**src/rtl/reduce_logic_unit.sv**
```systemverilog
// Pipelined per-channel logic reduction (AND/OR/XOR/NAND/NOR/XNOR) feeding a valid/ready FIFO.
// Optional majority op enabled by defining RLU_MAJ_EN; otherwise op 6 reports err like op 7.
module reduce_logic_unit #(
    parameter int unsigned WIDTH = 3,
    parameter int unsigned CH    = 1,
    parameter int unsigned DEPTH = 2
) (
    input  logic                  clk,
    input  logic                  rst_n,
    input  logic                  in_valid,
    output logic                  in_ready,
    input  logic [2:0]            in_op,
    input  logic [CH*WIDTH-1:0]   in_data,
    output logic                  out_valid,
    input  logic                  out_ready,
    output logic [CH-1:0]         out_data,
    output logic [2:0]            out_op,
    output logic                  out_err
);

    localparam int unsigned PtrW = (DEPTH > 1) ? $clog2(DEPTH) : 1;
    localparam int unsigned CntW = $clog2(DEPTH + 1);
    localparam logic [CntW-1:0] FullCnt = CntW'(DEPTH);

    localparam logic [2:0] OpAnd  = 3'd0;
    localparam logic [2:0] OpOr   = 3'd1;
    localparam logic [2:0] OpXor  = 3'd2;
    localparam logic [2:0] OpNand = 3'd3;
    localparam logic [2:0] OpNor  = 3'd4;
    localparam logic [2:0] OpXnor = 3'd5;
    localparam logic [2:0] OpMaj  = 3'd6;
    localparam logic [2:0] OpRsvd = 3'd7;

`ifdef RLU_MAJ_EN
    // Strict majority: an even-WIDTH tie resolves to 0.
    function automatic logic maj_bit(input logic [WIDTH-1:0] g);
        int unsigned ones;
        ones = 0;
        for (int unsigned i = 0; i < WIDTH; i++) begin
            ones = ones + {31'd0, g[i]};
        end
        return ((32'd2 * ones) > WIDTH);
    endfunction
`endif

    // Reduction datapath
    logic [CH-1:0]    res;
    logic [WIDTH-1:0] grp;
    logic             op_err;

`ifdef RLU_MAJ_EN
    assign op_err = (in_op == OpRsvd);
`else
    assign op_err = (in_op == OpRsvd) || (in_op == OpMaj);
`endif

    always_comb begin
        res = '0;
        grp = '0;
        for (int unsigned k = 0; k < CH; k++) begin
            grp = in_data[k*WIDTH +: WIDTH];
            case (in_op)
                OpAnd:   res[k] = &grp;
                OpOr:    res[k] = |grp;
                OpXor:   res[k] = ^grp;
                OpNand:  res[k] = ~&grp;
                OpNor:   res[k] = ~|grp;
                OpXnor:  res[k] = ~^grp;
`ifdef RLU_MAJ_EN
                OpMaj:   res[k] = maj_bit(grp);
`endif
                default: res[k] = 1'b0;
            endcase
        end
    end

    // Output FIFO
    logic [CH-1:0]   mem_data [DEPTH];
    logic [2:0]      mem_op   [DEPTH];
    logic            mem_err  [DEPTH];
    logic [PtrW-1:0] wr_ptr;
    logic [PtrW-1:0] rd_ptr;
    logic [PtrW-1:0] head_ptr;
    logic [CntW-1:0] count;
    logic            push;
    logic            pop;

    assign in_ready  = rst_n && (count != FullCnt);
    assign out_valid = (count != '0);
    assign push      = in_valid && in_ready;
    assign pop       = out_valid && out_ready;

    // When empty, the slot behind rd_ptr still holds the last popped entry (or reset zeros).
    assign head_ptr  = out_valid ? rd_ptr : (rd_ptr - PtrW'(1));
    assign out_data  = mem_data[head_ptr];
    assign out_op    = mem_op[head_ptr];
    assign out_err   = mem_err[head_ptr];

    always_ff @(posedge clk) begin
        if (!rst_n) begin
            wr_ptr <= '0;
            rd_ptr <= '0;
            count  <= '0;
            for (int unsigned i = 0; i < DEPTH; i++) begin
                mem_data[i] <= '0;
                mem_op[i]   <= '0;
                mem_err[i]  <= 1'b0;
            end
        end else begin
            if (push) begin
                mem_data[wr_ptr] <= res;
                mem_op[wr_ptr]   <= in_op;
                mem_err[wr_ptr]  <= op_err;
                wr_ptr           <= wr_ptr + PtrW'(1);
            end
            if (pop) begin
                rd_ptr <= rd_ptr + PtrW'(1);
            end
            case ({push, pop})
                2'b10:   count <= count + CntW'(1);
                2'b01:   count <= count - CntW'(1);
                default: count <= count;
            endcase
        end
    end

endmodule

```
**config.mk**
```make
export PLATFORM = sky130hd
export DESIGN_NAME = reduce_logic_unit
export DESIGN_NICKNAME = d
export VERILOG_FILES = /design/src/rtl/reduce_logic_unit.sv
export SDC_FILE = /design/constraint.sdc
export NUM_CORES = 1
export LEC_CHECK = 0
export ABC_AREA = 1
export CORE_MARGIN = 2
export CORE_UTILIZATION = 48
export CTS_CLUSTER_DIAMETER = 40
export DETAILED_ROUTE_END_ITERATION = 12
export PLACE_DENSITY = 0.73
export SLEW_MARGIN = 25
export SYNTH_ARGS = -nofsm -noshare
export SYNTH_HDL_FRONTEND = slang
export SYNTH_SLANG_ARGS = --single-unit
```
**constraint.sdc**
```tcl
create_clock -name clk -period 1.6 [get_ports clk]
set_input_delay 0.16 -clock clk [delete_from_list [all_inputs] [get_ports clk]]
set_output_delay 0.16 -clock clk [all_outputs]
set_load 0.005 [all_outputs]
```
==> run_results.csv <==
group,metric,value,unit
placed_design,place_area,1090,um2
synthesis,synth.most_common_cell,"nand2_1",
synthesis,synthCells,109,
worst_hold_path,hp-start,"mem_err[1]",
detailed_routing,wire_per_inst,10.7,um
power_and_ir_drop,p_seq_frac,0.396,
detailed_routing,routed_wl,1760,um
global_routing,track_usage,0.187,
detailed_routing,dr.first_iter.drc_count,16,
clocking,cts_buffer_depth,2,
timing,fin_crit_sh,0.972,
timing,finalSetupViolCount,0,
clocking,cts-root-buf,"clkbuf_4",
detailed_routing,drt_pre_antenna_iters,4,
layout,finalInstanceArea,1160,um2
clocking,cts_num_sinks,14,
die,die_w,44.8,um
placed_design,dp.cells,156,
timing,maxSlewViolCount,0,
synthesis,synth_edf_count,6,
power_and_ir_drop,leakagePower,0.569,nW
clocking,clk_pin_slew,0.08,ns
worst_setup_path,path_class,"reg -> reg",
synthesis,synth_area_leader_cell,"edfxtp_1",
worst_setup_path,crit_chain,"inv_2 -> buf_4 -> a21oi_4 -> nand2_4 -> ha_4 -> a21oi_2 -> o21ai_1 -> o21ai_1 -> a21oi_1",
power_and_ir_drop,swShare,0.313,
detailed_routing,via_per_inst,4.72,
power_and_ir_drop,p_clk_frac,0.185,
clocking,clk_latency,0.28,ns
worst_setup_path,endpoint_kind,"flip-flop",
timing,fmax,0.643,GHz
die,die_area,2010,um2
timing,hold_viol_final,0,
clocking,cts_hold_buf,0,
detailed_routing,ant_nets,0,
timing,rsz0062_at_grt,"yes",
synthesis,ys_ff_latch,14,
synthesis,syn_nets,122,
clocking,cts.htree.levels,1,
layout,diodes,0,
global_routing,antenna_found_initial,0,
power_and_ir_drop,worst_ir_drop_vdd,0.000768,V
run,maxCapViolations,0,
synthesis,syn-cell-area,801,um2
worst_setup_path,crit_path_frequent_cell,"o21ai_1",
die,fp-row-count,14,
worst_setup_path,r2r_start,"count[0]",
worst_setup_path,cpLargestDelayFamily,"compound AO/OA/AOI/OAI gates",
clocking,cts_tree,"done",
synthesis,avgSynthCellArea,7.35,um2
timing,slew_headroom,0.833,
power_and_ir_drop,p_total,1.08,mW
worst_setup_path,critPathRequiredTime,1.77,ns
global_routing,grt_max_degree,9,
timing,timing.hold.ws,0.447,ns
layout,seq_area,343,um2
worst_setup_path,crit_buf_inv,2,
layout,nFillCells,133,
layout,area_growth,45.2,%
global_routing,grt_overflow_total,0,
power_and_ir_drop,p_int,0.745,mW
power_and_ir_drop,p_switching,0.339,mW
layout,drive_above_1_share,0.284,
synthesis,synth.area.top_cells,"edfxtp_1 22%, dfxtp_1 20%, nand2_1 14%, inv_1 7.5%, nor2_1 7.0%",
die,start_util,0.519,
placed_design,dp_hpwl,1300,um
worst_setup_path,critPathSlowestCell,"dfxtp_2",
layout,multi_input_area,409,um2
placed_design,routabilityCongestion,0.789,
global_routing,grt_pass1_vias,654,
detailed_routing,drcViolationCount,0,
worst_hold_path,hold_class,"reg -> reg",
synthesis,yosysSeqAreaShare,0.425,
timing,clock_skew,0.00448,ns
worst_setup_path,crit_start,"count[0]",
power_and_ir_drop,power.density,932,nW/um2
die,core,1540,um2
power_and_ir_drop,power.share.combinational,0.419,
synthesis,ys_types,16,
synthesis,async_flop_share,0,
placed_design,numPortBuffers,16,
synthesis,synth_ff_type,"dfxtp_1",
timing,fin_crit,1.55,ns
worst_setup_path,crit_fanout,3,
worst_setup_path,critPathMaxStageDelay,0.36,ns
clocking,cts-buffers-inserted,3,
placed_design,dp_slack,-0.198,ns
worst_setup_path,startpoint_type,"flip-flop",
global_routing,grt_pass1_wl,2680,um
layout,nets,162,
worst_setup_path,arrival,1.72,ns
layout,final_cells,164,
status,status,"finished, final reports clean",
synthesis,synth.top_cell.area_share,0.225,
die,die_h,44.8,um
detailed_routing,vias,774,
timing,worst_pin_slew,0.250,ns
die,io_pins,17,
timing,setup_ws,0.0454,ns
synthesis,synth_warnings,0,
synthesis,synth_common_cells,"29 x nand2_1, 16 x inv_1, 15 x nor2_1",
-- power by group through the flow --
stage,registers [mW],logic [mW],clock network (mW)
after floorplan,0.431,0.165,0
after CTS,0.426,0.404,0.201
final,0.429,0.454,0.200
after global placement,0.431,0.371,0
after global routing,0.433,0.496,0.217
after detailed placement,0.433,0.382,0
-- registers in the layout, summed over array words and instances, names as in the netlist --
| signal | count |
|---|---|
| mem_data | 2 |
| rd_ptr | 1 |
| mem_op | 6 |
| count | 2 |
| mem_err | 2 |
| wr_ptr | 1 |
-- placed cells by master (no fill, tap or decap), types with 2 or more instances in the layout --
master	instances
a21oi_1	4
buf_2	3
buf_4	17
buf_6	2
clkbuf_4	3
clkdlybuf4s50_1	10
dfxtp_1	6
dfxtp_2	2
edfxtp_1	6
ha_1	2
inv_1	15
inv_2	5
nand2_1	28
nand2_4	2
nand3_1	7
nor2_1	15
nor2_4	2
o21ai_0	5
o21ai_1	5
-- worst paths after layout --
path | endpoint | slack (ns) | depth (start not counted)
worst max-delay path | count[1] | 0.05 | 9
worst min-delay path | mem_err[1] | 0.45 | 2
worst max register to register | count[1] | 0.05 | 9
worst min register to register | mem_err[1] | 0.45 | 2
-- layout make-up --
cell class,instances,share of cell area
sequential,14,0.295
tap,16,0.0172
multi-input combinational,75,0.352
timing repair buffer,35,0.249
clock inverter,1,0.00323
clock buffer,3,0.0194
inverter,20,0.0646
-- cells by family after synthesis --
| kind of cell | share of synthesized area |
|---|---|
| and+or+nand+nor | 0.300 |
| buffers and inverters | 0.0937 |
| AOI/OAI and AO/OA | 0.114 |
| DFF | 0.425 |
| adders and majority gates | 0.0469 |
| xor gates and xnor gates | 0.0203 |
-- worst min-delay path: cells and delay by family (launching register included) --
kind	cells	cell delay, ns
flops	1	0.31
simple gates	2	0.10
-- per-layer routing --
layer / part of all wire / track usage
met4: 0.0062 / 0.0353
met1: 0.44 / 0.213
met5: 0 / 0
met3: 0.039 / 0.0600
met2: 0.52 / 0.342
-- per-stage QoR --
step | TNS [ns] | util
detailed placement | -0.750 | 0.709
floorplan | 0 | -
CTS | -0.198 | 0.735
global route | -0.120 | 0.754
global placement | -0.255 | 0.709
finish | 0 | 0.754
-- timing repair --
item	CTS	global route
buffers inserted	2	2
pin swaps	0	1
setup endpoints to repair	7	7
resized for setup	16	15
No activity file was read; power rests on OpenSTA's default activity.
